[config.mk]
export PLATFORM = sky130hd
export DESIGN_NAME = instr_fetch_unit
export DESIGN_NICKNAME = d
export VERILOG_FILES = /design/src/rtl/instr_fetch_unit_pkg.sv /design/src/rtl/next_pc_sel.sv /design/src/rtl/instr_fetch_unit.sv
export SDC_FILE = /design/constraint.sdc
export NUM_CORES = 1
export LEC_CHECK = 0
export ABC_AREA = 1
export CAP_MARGIN = 20
export CORE_UTILIZATION = 46
export CTS_CLUSTER_SIZE = 24
export DETAILED_ROUTE_END_ITERATION = 16
export PLACE_DENSITY = 0.83
export SYNTH_ARGS = -nofsm -noshare
export SYNTH_HDL_FRONTEND = slang
export SYNTH_SLANG_ARGS = --single-unit
export TNS_END_PERCENT = 50
[constraint.sdc]
create_clock -name clk -period 3.9 [get_ports clk]
set_input_delay 0.39 -clock clk [delete_from_list [all_inputs] [get_ports clk]]
set_output_delay 0.39 -clock clk [all_outputs]
set_load 0.05 [all_outputs]
[src/rtl/instr_fetch_unit_pkg.sv]
// Shared types and constants for the instruction fetch unit.
// Holds the fetch FSM state encoding and the next-PC select codes
// driven by the execute stage.
package instr_fetch_unit_pkg;

    localparam int unsigned STATE_W  = 2;
    localparam int unsigned PC_SEL_W = 2;

    typedef enum logic [STATE_W-1:0] {
        FETCH = 2'd0,
        HOLD  = 2'd1,
        FAULT = 2'd2
    } ifu_state_t;

    // Next-PC select codes; the unused code 2'b11 behaves as sequential.
    localparam logic [PC_SEL_W-1:0] PC_SEL_SEQ  = 2'b00;
    localparam logic [PC_SEL_W-1:0] PC_SEL_BR   = 2'b01;
    localparam logic [PC_SEL_W-1:0] PC_SEL_JALR = 2'b10;

endpackage : instr_fetch_unit_pkg

[src/rtl/next_pc_sel.sv]
// Next-PC selection and target alignment check (purely combinational).
// Ports:
//   pc_plus4     in   sequential successor of the current pc
//   pc_sel       in   select code (SEQ / BR / JALR, 2'b11 = SEQ)
//   imm_target   in   pc+imm target for branches and JAL
//   jalr_target  in   rs1+imm target for JALR (bit 0 is discarded)
//   next_pc_c    out  selected next pc
//   misaligned_c out  selected next pc is not word aligned
module next_pc_sel
    import instr_fetch_unit_pkg::*;
#(
    parameter int unsigned XLEN = 32
) (
    input  logic [XLEN-1:0]     pc_plus4,
    input  logic [PC_SEL_W-1:0] pc_sel,
    input  logic [XLEN-1:0]     imm_target,
    input  logic [XLEN-1:0]     jalr_target,
    output logic [XLEN-1:0]     next_pc_c,
    output logic                misaligned_c
);

    // Target mux; JALR clears bit 0 of the computed address.
    always_comb begin
        next_pc_c = pc_plus4;
        case (pc_sel)
            PC_SEL_BR:   next_pc_c = imm_target;
            PC_SEL_JALR: next_pc_c = jalr_target & ~XLEN'(1);
            default:     next_pc_c = pc_plus4;
        endcase
        misaligned_c = |next_pc_c[1:0];
    end

endmodule : next_pc_sel

[src/rtl/instr_fetch_unit.sv]
// Single-outstanding instruction fetch unit.
// Fetches one word at pc, holds it until the consumer accepts it, then
// steps pc sequentially or to a branch/jump target. A misaligned target
// parks the unit in a sticky FAULT state until reset.
// Ports:
//   clk, rst           clock, synchronous active-high reset
//   pc_sel             next-pc select, sampled at accept
//   imm_target         branch / JAL target
//   jalr_target        JALR target
//   inst_ready         consumer accepts the held instruction
//   imem_ack           memory response strobe (imem_rdata valid same cycle)
//   imem_rdata         instruction word from memory
//   imem_req           fetch request
//   imem_addr          fetch address (always pc)
//   inst               registered instruction word
//   inst_valid         inst / pc valid for the consumer
//   pc                 address of the current instruction
//   pc_plus4           pc + 4 link value (combinational)
//   fault              sticky misaligned-target fault
//   retired            count of accepted instructions
module instr_fetch_unit
    import instr_fetch_unit_pkg::*;
#(
    parameter int unsigned     XLEN     = 32,
    parameter logic [XLEN-1:0] RESET_PC = '0
) (
    input  logic                clk,
    input  logic                rst,
    input  logic [PC_SEL_W-1:0] pc_sel,
    input  logic [XLEN-1:0]     imm_target,
    input  logic [XLEN-1:0]     jalr_target,
    input  logic                inst_ready,
    input  logic                imem_ack,
    input  logic [XLEN-1:0]     imem_rdata,
    output logic                imem_req,
    output logic [XLEN-1:0]     imem_addr,
    output logic [XLEN-1:0]     inst,
    output logic                inst_valid,
    output logic [XLEN-1:0]     pc,
    output logic [XLEN-1:0]     pc_plus4,
    output logic                fault,
    output logic [31:0]         retired
);

    ifu_state_t      state;
    ifu_state_t      state_next;
    logic            load_inst;
    logic            accept;
    logic [XLEN-1:0] next_pc;
    logic            misaligned;

    assign pc_plus4  = pc + XLEN'(4);
    assign imem_addr = pc;

    next_pc_sel #(
        .XLEN (XLEN)
    ) u_next_pc_sel (
        .pc_plus4     (pc_plus4),
        .pc_sel       (pc_sel),
        .imm_target   (imm_target),
        .jalr_target  (jalr_target),
        .next_pc_c    (next_pc),
        .misaligned_c (misaligned)
    );

    // State register.
    always_ff @(posedge clk) begin
        if (rst) begin
            state <= FETCH;
        end else begin
            state <= state_next;
        end
    end

    // Next-state logic.
    always_comb begin
        state_next = state;
        case (state)
            FETCH:   if (imem_ack) state_next = HOLD;
            HOLD:    if (inst_ready) state_next = misaligned ? FAULT : FETCH;
            FAULT:   state_next = FAULT;
            default: state_next = FETCH;
        endcase
    end

    // Output / control decode. The request is masked by rst so that it is
    // low for every cycle reset is asserted, including the first one.
    always_comb begin
        imem_req  = 1'b0;
        load_inst = 1'b0;
        accept    = 1'b0;
        case (state)
            FETCH: begin
                imem_req  = ~rst;
                load_inst = imem_ack;
            end
            HOLD:    accept = inst_ready;
            default: ;
        endcase
    end

    // Datapath: captured instruction, pc, sticky fault, retire counter.
    always_ff @(posedge clk) begin
        if (rst) begin
            pc         <= RESET_PC;
            inst       <= '0;
            inst_valid <= 1'b0;
            fault      <= 1'b0;
            retired    <= '0;
        end else begin
            if (load_inst) begin
                inst       <= imem_rdata;
                inst_valid <= 1'b1;
            end
            if (accept) begin
                inst_valid <= 1'b0;
                retired    <= retired + 32'd1;
                // A misaligned target keeps pc on the faulting instruction.
                if (misaligned) begin
                    fault <= 1'b1;
                end else begin
                    pc <= next_pc;
                end
            end
        end
    end

endmodule : instr_fetch_unit

== Word level (Yosys, flattened, before mapping) ==
Index checks and enable logic that the tools add are counted.
Operators by class
  $add $sub $neg: 2
  $mul: 0
  div/mod/pow operators: 0
  $lt $le $gt $ge: 0
  eq/ne operators: 6
  shifts and indexed selects: 0
  multiplexer cells: 8
  bitwise operators: 2
  reductions and logical operators: 6
Operators by type and width (number)
  32-bit one-hot mux with 2 select lines: 1
  32-bit by 1-bit adder with 32-bit output (second input constant): 1
  32-bit by 3-bit adder with 32-bit output (second input constant): 1
  2-bit two-way mux: 3
  2-bit one-hot mux with 3 select lines: 1
  2-bit AND reduction: 3
  2-bit by 1-bit equality test with 1-bit output (second input constant): 2
  2-bit equality test (second input constant): 2
  2-bit != test (second input constant): 2
  2-bit OR reduction: 2
  1-bit two-way mux: 3
  2-bit logical NOT: 1
  1-bit NOT: 2
Storage, ports and cells
  register bits after elaboration: 100
  latch bits: 0
  bits in writable memories: 0
  ROM bits: 0
  input bits: 102
  output and inout bits: 163
  word-level logic and storage cells: 30
  memories: 0

== Logic depth before layout (Yosys ltp) ==
  depth in word-level cells: 6
  gate-level depth with buffers: 11
  depth with buffers taken out: 10

== Modules after synthesis ==
A second synthesis with hierarchy kept.
Unflattened totals
  cell total of the unflattened synthesis: 915
  area, all modules: 5869.4 µm²
Modules (own cells, without submodules)
  instr_fetch_unit: times used 1, cells an instance 763, area each 5161.2 µm², sequential area each 2001.9 µm²
  next_pc_sel: times used 1, cells an instance 152, area each 708.2 µm², sequential area each 0.0 µm²

== Worst setup path before layout ==
OpenSTA, ideal clock, no wires.
  path kind: flip-flop to output port
  from: register pc[2], in the netlist imem_addr[2]
  to: output port pc_plus4[11]
  arrival: 2.373 ns
  required time: 3.510 ns
  setup slack: 1.137 ns
  cell stages (with the launch flop): 6
  path buffers: 0
  path through: dfxtp_1 > inv_1 > nor2_4 > nand2_4 > nor2_2 > xor2_1
Between the ends
  word-level cells in the longest chain between the ends: 1
RTL lines
  start: declaration: RTL line instr_fetch_unit.sv:39  | output logic [XLEN-1:0] pc,
  start signal: assignment: RTL line instr_fetch_unit.sv:122  | pc <= next_pc;
  32-bit by 3-bit adder with 32-bit output: RTL line instr_fetch_unit.sv:52  | assign pc_plus4 = pc + XLEN'(4);
  end: declaration: RTL line instr_fetch_unit.sv:40  | output logic [XLEN-1:0] pc_plus4,
No other way between the ends.

== Final worst setup path ==
  from: register pc[2], in the netlist imem_addr[2]
  to: output port pc_plus4[24]
Same word-level chain as after synthesis.

==> results by group <==
Clock tree
  – Longest Clk Path Bufs: 2
  – Clk Latency, worst-skew pair: 0.35 ns
  – Clock Sinks: 100
  – Hold buffer count at CTS: 0
  – Root Driver: clkbuf_16
  – # H-tree levels: 3
  – TritonCTS buffer count: 9
  – Clock transition at path regs: 0.07 ns
  – CTS resizes: 0
  – CTS tree: done
  – Setup bufs post-CTS: 0

Synth
  – Prevailing post-synth register cell: dfxtp_1
  – Synth area leaders: dfxtp_1 34%, nand2_1 14%, nor2_1 10%, a21oi_1 6.7%, o21ai_0 6.2%
  – Netlist cell types: 36
  – Yosys top cell area share: 0.3383
  – Mapped Cells: 911
  – Synth Register Bits: 100
  – Yosys warnings: 0
  – Synth top cells by count: 219 x nand2_1, 165 x nor2_1, 100 x dfxtp_1
  – EDFF count, synth: 0
  – Sequential element share of the synthesized area: 0.3383
  – Synth Cell Area: 0.005917 mm²
  – Ys async rst share: 0
  – Cell taking the most area after synthesis: dfxtp_1
  – Most frequent cell after synthesis: nand2_1
  – Avg Cell Area, Syn: 6.495 µm²
  – Post-Syn Nets: 1,017

Route
  – DRC violations left: 0
  – Initial drt markers: 574
  – Detailed Route WL: 19,240 µm
  – Initial DRT Pass Iterations: 5
  – Vias: 6,613
  – DR WL/cell: 14.81 µm
  – Post-DRT Antenna Nets: 0
  – Vias per inst: 5.091

Floorplanning
  – # IOs: 265
  – Starting density of the core: 0.4708
  – Die footprint: 0.01332 mm²
  – Die height: 115.4 µm
  – Core footprint: 0.01257 mm²
  – Row cnt: 41
  – Die Width: 115.4 µm

STA
  – Endpoints failing setup: 0
  – Slew @ Worst Pin: 1.037 ns
  – Final Hold Viols: 0
  – Worst slew margin: 0.3078
  – Fin. max-slew vios: 0
  – Setup TNS: 0 ns
  – Final worst path period share: 0.8185
  – RSZ-0062 raised after global routing: no
  – Clock Skews: 0.008955 ns
  – Tmin final: 3.192 ns
  – Max Freq: 313.3 MHz

Cells and area
  – Area delta synth->final: 47.24%
  – Final net count: 1,228
  – # diodes: 0
  – Layout cell share with drive strength beyond 1: 0.04791
  – # fillers: 1,090
  – Finished Layout Cells: 1,299

Placed design
  – Routability cong.: 0.8854
  – Port Buf Inserts: 263
  – Placed cells: 1,283
  – Post-DP HPWL: 13,980 µm

Worst setup path
  – CP endpoint kind: output pin
  – Critical path type: reg2out
  – Crit path max fanout: 7
  – Startpoint class of the critical path: flip-flop
  – WP data arrival: 2.80 ns
  – Worst EP required: 3.51 ns

Status
  – Outcome: completed

Global route
  – Total Routing Usage GR: 0.2819
  – Wire length of the first global-routing pass: 29,530 µm
  – Initial antenna violation count: 0
  – Aggregate global routing overflow: 0
  – Pin count of the biggest net entering global routing: 64
  – Number of global-route vias before repair: 5,917

Job
  – Max capacitance violation total: 0

Power and ir drop
  – LEAKAGE: 3.195 nW
  – Worst IR Drop VDD: 223.5 µV
  – Power per cell area: 330.8 mW/mm²

Hold path
  – Worst hold path class: reg2reg
cells in the final DEF, fill, tap and decap left out, drive strengths merged, types with 5 or more instances in the layout:
cell and n:
a21oi 79, a22o 24, and2 9, buf 8, clkbuf 10, clkdlybuf4s50 263
dfxtp 100, inv 63, nand2 224, nand3 43, nor2 184, nor3 5
o21ai 73, xnor2 5, xor2 11
power breakdown:
| group | internal [mW] | switching (mW) |
|---|---|---|
| clock network | 0.504 | 0.414 |
| logic | 0.307 | 0.526 |
| registers | 1.08 | 0.0542 |
| total | 1.89 | 0.994 |
routing by layer:
metal	track usage	vias up	share of wire
met5	0	-	0
met3	0.05649	31	0.075
met4	0.09784	0	0.023
li1	-	3327	-
met1	0.3507	3009	0.42
met2	0.4850	246	0.48
sequential cells by signal, indices dropped and copies added, names as in the netlist:
name	count
imem_addr	32
inst	32
retired	32
state	2
fault	1
inst_valid	1
metrics by stage:
step | total power, mW | util | cell area, µm² | hold WS [ns] | setup WS [ns]
CTS | 2.898 | 0.6932 | 8712 | 0.4884 | 0.7132
global placement | 1.973 | 0.6692 | 8411 | 0.4475 | 1.094
finish | 2.882 | 0.6932 | 8712 | 0.4828 | 0.7079
floorplan | 1.673 | - | 5917 | 0.4720 | 1.137
detailed placement | 1.984 | 0.6692 | 8411 | 0.4715 | 1.010
global route | 2.983 | 0.6932 | 8712 | 0.5055 | 0.5085
cell families after synthesis:
group	after synthesis	share of synthesized area
AND/OR/NAND/NOR	474	0.3407
adder cells (fa/ha/maj)	4	0.008459
AO/OA/AOI/OAI	184	0.1745
XOR/XNOR	16	0.02876
flip-flops	100	0.3383
buffers and inverters	133	0.1093
layout make-up:
cell class                 instances  area (µm²)  area share
inverter                          62       232.7     0.02671
sequential                       100        2002      0.2298
timing repair buffer             271        2693      0.3091
tap                              172       215.2     0.02470
clock buffer                      10       229.0     0.02628
clock inverter                     6       72.57    0.008330
multi-input combinational        678        3268      0.3751
critical path, stage by stage, from the launching register on:
cell and delay [ns]:
dfxtp_1 0.46, ha_1 0.26, nand3_1 0.15, nor2_2 0.17
nand3_1 0.20, o21ai_0 0.26, and2_1 0.15, clkdlybuf4s50_1 0.80
path summary, 6_finish.rpt:
| check | from | endpoint | slack, ns | cells after the start |
|---|---|---|---|---|
| worst max-delay path | imem_addr[2] | pc_plus4[24] | 0.71 | 7 |
| worst min-delay path | inst[27] | inst[27] | 0.48 | 2 |
| worst max register to register | state[1] | imem_addr[6] | 1.57 | 9 |
| worst min register to register | inst[27] | inst[27] | 0.48 | 2 |
Power figures use the tool's default switching activity.
==> edit 1, RTL diff (same flow settings) <==
Add an input register stage for `imm_target` and `jalr_target`; this delays them by one clock. The other inputs are not delayed to match.
--- a/src/rtl/instr_fetch_unit.sv
+++ b/src/rtl/instr_fetch_unit.sv
@@ -42,6 +42,14 @@
     output logic [31:0]         retired
 );
 
+    logic [XLEN-1:0] imm_target_q;
+    logic [XLEN-1:0] jalr_target_q;
+
+    always_ff @(posedge clk) begin
+        imm_target_q  <= imm_target;
+        jalr_target_q <= jalr_target;
+    end
+
     ifu_state_t      state;
     ifu_state_t      state_next;
     logic            load_inst;
@@ -57,8 +65,8 @@
     ) u_next_pc_sel (
         .pc_plus4     (pc_plus4),
         .pc_sel       (pc_sel),
-        .imm_target   (imm_target),
-        .jalr_target  (jalr_target),
+        .imm_target   (imm_target_q),
+        .jalr_target  (jalr_target_q),
         .next_pc_c    (next_pc),
         .misaligned_c (misaligned)
     );
Check against the original RTL: not equivalent (Yosys sat finds a counterexample within 4 cycles, from zero or initial values and one cycle with rst high).
==> edit 1 against the original RTL <==
  * Synthesized area is 21% higher
  * Setup slack worse by 18 ps
  * Sequential power is 61% higher
  * Largest power group unchanged
  * Cell count is 5.6% higher
  * Clock power is 88% higher
  * Routed wire length is 9.6% higher
  * Highest routed layer unchanged
  * Critical endpoint is now pc_plus4[28]
  * Sequential cell count is 63 higher
  * Final area is 18% higher
  * Critical path depth is 2 higher
  * Total power is 53% higher
==> edit 1: results (changes against the original RTL) <==
| Metric | Value |
|---|---|
| Post-Synth Adder-Cell Area | `0.697% (-0.15 points)` |
| Hold Path Class | `in -> reg` |
| Slew HR | `34.2% (+3.4 points)` |
| Layout cells sized above 1 | `7.18% (+2.4 points)` |
| DP Worst Slack | `1170 ps (+159 ps)` |
| Worst R2R Setup Slack | `1690 ps (+120 ps)` |
| Static leakage | `3.95 nW (+24%)` |
| Synth top area cells | `dfxtp_1, nand2_1, nor2_1, a21oi_1, o21ai_0` |
| Post-Layout Cell Count | `1372 (+5.6%)` |
| Reg2reg start | `state[0]` |
| Post-synthesis xor/xnor area fraction | `3.17% (+0.30 points)` |
| Max H-tree Level | `4 (+1)` |
| Met3 wire length | `1.76 mm (+21%)` |
| Worst hold stages | `1 (-1)` |
| RR Endpoint | `imem_addr[14]` |
| Hold Path Sink | `jalr_target_q[15]` |
| Worst reg2reg path depth | `7 (-2)` |
| Vias in the first global route | `6414 (+8.4%)` |
| Worst vdd ir | `0.368 mV (+64%)` |
| Avg Cell Area, Syn | `7.55 sq um (+16%)` |
| Minimum clock period | `3210 ps (+18.2 ps)` |
| Fin area | `10300 sq um (+18%)` |
| Arr. time, crit path | `2820 ps (+20 ps)` |
| WHS | `405 ps (-77.9 ps)` |
| Clock Skew | `7.84 ps (-1.11 ps)` |
| Outcome | `completed` |
| Largest net degree at the start of global routing | `38 (-41%)` |
| Min-delay src | `jalr_target[15]` |
| End point of the critical path | `pc_plus4[28]` |
| GR Util met2 | `42.7% (-5.8 points)` |
| Dpl cell area | `9700 sq um (+15%)` |
| Synth Net Count | `1057 (+3.9%)` |
| Worst skew pair latency | `420 ps (+70 ps)` |
| Routability Congestion | `0.901 (+1.7%)` |
| Unique masters post-synth | `40 (+11%)` |
| Routed Wire Length | `21.1 mm (+9.6%)` |
| GRT Util Overall | `26.3% (-1.9 points)` |
| Top cells by count, synth | `nand2_1, dfxtp_1, nor2_1, a21oi_1, o21ai_0` |
| Largest stage delay on the critical path | `830 ps (+30 ps)` |
## edit 1: changes by cell type after synthesis, sizes merged, moves of 2 or more
cell / before / now
dfxtp: 100 / 163
and2: 9 / 7
o21ai: 73 / 69
nor3: 5 / 7
a21oi: 79 / 76
nand2: 224 / 214
o21a: 2 / 4
nor2: 184 / 174
nand3: 43 / 40
xor2: 11 / 15
## edit 1: layout make-up
| class | instances | share of cell area [%] |
|---|---|---|
| multi-input combinational | 655 | 31.7 |
| sequential | 163 | 31.6 |
| clock inverter | 14 | 1.71 |
| tap | 188 | 2.28 |
| clock buffer | 18 | 4.26 |
| inverter | 62 | 2.26 |
| timing repair buffer | 272 | 26.2 |
## edit 1: report_power, final
part           total (W)  internal, W  leakage, nW  switching [W]
logic           0.000843     0.000309         2.30       0.000534
registers        0.00182      0.00176         1.35      0.0000644
clock network    0.00173      0.00104        0.303       0.000698
total            0.00440      0.00310         3.95        0.00130
==> edit 2, RTL diff (config.mk and constraints unchanged) <==
Without the edit above. `XLEN` is set to 32 in 2 places; all go to 16.
--- a/src/rtl/next_pc_sel.sv
+++ b/src/rtl/next_pc_sel.sv
@@ -9,7 +9,7 @@
 module next_pc_sel
     import instr_fetch_unit_pkg::*;
 #(
-    parameter int unsigned XLEN = 32
+    parameter int unsigned XLEN = 16
 ) (
     input  logic [XLEN-1:0]     pc_plus4,
     input  logic [PC_SEL_W-1:0] pc_sel,
--- a/src/rtl/instr_fetch_unit.sv
+++ b/src/rtl/instr_fetch_unit.sv
@@ -21,7 +21,7 @@
 module instr_fetch_unit
     import instr_fetch_unit_pkg::*;
 #(
-    parameter int unsigned     XLEN     = 32,
+    parameter int unsigned     XLEN     = 16,
     parameter logic [XLEN-1:0] RESET_PC = '0
 ) (
     input  logic                clk,
Interface: changed (7 resized); port bits go from 265 to 153. No check against the original RTL was run, so the function may have changed too.
==> edit 2 against the original RTL <==
  * Die area down 35%
  * Combinational power down 49%
  * Setup slack better by 170 ps
  * Total power down 35%
  * Sequential power down 34%
  * Routed wire length down 41%
  * Synthesized area down 35%
  * Global-route usage down 1.3 points
  * Count of clock-buffer cells in the layout unchanged
  * Sequential cell count down 32
  * Final area down 37%
==> edit 2: results (changes against the original RTL) <==
| Metric | Value |
|---|---|
| Outcome | `completed` |
| HPWL after DPL | `8.55 mm (-39%)` |
| CP top delay family | `buffers and inverters` |
| Ant diodes | `0 (unchanged)` |
| GRT Util Overall | `26.9% (-1.3 points)` |
| Worst R2R Setup Slack | `1950 ps (+380 ps)` |
| Routability Congestion | `0.844 (-4.7%)` |
| Slowest cell on crit path | `clkdlybuf4s50_1` |
| Worst skew pair latency | `350 ps (about the same)` |
| Primary FF master, synth | `dfxtp_1` |
| Largest stage delay on the critical path | `800 ps (about the same)` |
| Fin nets | `754 (-39%)` |
| Arr. time, crit path | `2630 ps (-170 ps)` |
| First-pass GRT wire length | `18.6 mm (-37%)` |
| 1st-pass router iterations | `5 (unchanged)` |
| Post-cts resize count | `0 (unchanged)` |
| WHS | `488 ps (+4.81 ps)` |
| Static leakage | `2.16 nW (-32%)` |
| Dpl cells | `787 (-39%)` |
| Largest Register | `retired` |
| Gate Count Post-Synth | `567 (-38%)` |
| Clk root buf | `clkbuf_8` |
| Unique masters post-synth | `39 (+8.3%)` |
| Slew HR | `59.4% (+29 points)` |
| Worst-path maximum fanout | `7 (unchanged)` |
| YS warnings | `0 (unchanged)` |
| Post-route setup slack | `876 ps (+169 ps)` |
| Register area share after synthesis | `35.7% (+1.8 points)` |
| Vias/cell | `5.12 (+0.54%)` |
| Fill count | `690 (-37%)` |
| Synth top area cells | `dfxtp_1, nand2_1, nor2_1, a21oi_1, inv_1` |
| Largest net degree at the start of global routing | `37 (-42%)` |
| Initial DRC Count | `151 (-74%)` |
| Dpl cell area | `5260 sq um (-37%)` |
| Synth async-reset ratio | `0% (unchanged)` |
| Number of max-cap violations | `0 (unchanged)` |
| Max H-tree Level | `3 (unchanged)` |
| Worst vdd ir | `0.238 mV (+6.6%)` |
| Routed Wire Length | `11.3 mm (-41%)` |
| Postcts setup bufs | `0 (unchanged)` |
| Antenna violations before repair | `0 (unchanged)` |
| Via count | `4110 (-38%)` |
| Clk slew on worst S/H paths | `70 ps (about the same)` |
| Layout cells sized above 1 | `5.85% (+1.1 points)` |
| Hold Vio Cnt, Final | `0 (unchanged)` |
| Clock Skew | `5.84 ps (-3.11 ps)` |
| Hold Path Class | `reg -> reg` |
| Synth Net Count | `625 (-39%)` |
| Top cells by count, synth | `nand2_1, nor2_1, dfxtp_1, inv_1, a21oi_1` |
| Max reg flops | `32` |
| DP Worst Slack | `1220 ps (+206 ps)` |
| IO buf count | `151 (-43%)` |
| CTS buffer count | `9 (unchanged)` |
| Clock Path Buffers | `2 (unchanged)` |
| Vias in the first global route | `3940 (-33%)` |
-- edit 2: changes by cell type after synthesis, sizes merged, moves of 7 or more --
| cell | change |
|---|---|
| clkbuf | -12 |
| nand3 | -9 |
| and2 | -7 |
| a22o | -15 |
| o21ai | -34 |
| buf | -24 |
| a21oi | -35 |
| nor2 | -82 |
| dfxtp | -32 |
| nand2 | -92 |
-- edit 2: metal layers --
layer	part of all wire (%)	global-route usage [%]
met5	0	0
met4	1.5	7.56
met3	6.2	6.50
met2	50	47.9
met1	42	32.1
-- edit 2: kinds of logic (layout without fill, tap and decap cells) --
group                      count (synthesis)  count (layout)  share of synthesized area (%)
buffers and inverters                     95             229                           11.5
adders and majority gates                  4               4                           1.31
and+or+nand+nor                          286             286                           33.8
AOI/OAI and AO/OA                        103             103                           15.2
xor gates and xnor gates                  11              11                           2.52
DFF                                       68              68                           35.7
-- edit 2: layout make-up --
type | instances | area, sq um | share of cell area (%)
clock inverter | 6 | 113 | 2.05
inverter | 60 | 225 | 4.10
sequential | 68 | 1360 | 24.8
clock buffer | 10 | 128 | 2.32
tap | 102 | 128 | 2.32
timing repair buffer | 153 | 1530 | 27.8
multi-input combinational | 404 | 2020 | 36.7
-- edit 2: final timing paths --
check	to	cells after the start	start
setup / recovery	pc_plus4[10]	7	imem_addr[2]
hold / removal	inst[4]	2	inst[4]
setup reg to reg	imem_addr[10]	6	state[0]
hold reg to reg	inst[4]	2	inst[4]
-- edit 2: power by group --
part / internal (W) / switching [W]
logic: 0.000157 / 0.000269
registers: 0.000723 / 0.0000258
clock network: 0.000426 / 0.000280
-- edit 2: tightest hold or removal path, cell delays in order, from the launching register on --
cell and delay, ps:
dfxtp_1 330, nor2_1 40, nor2_1 80
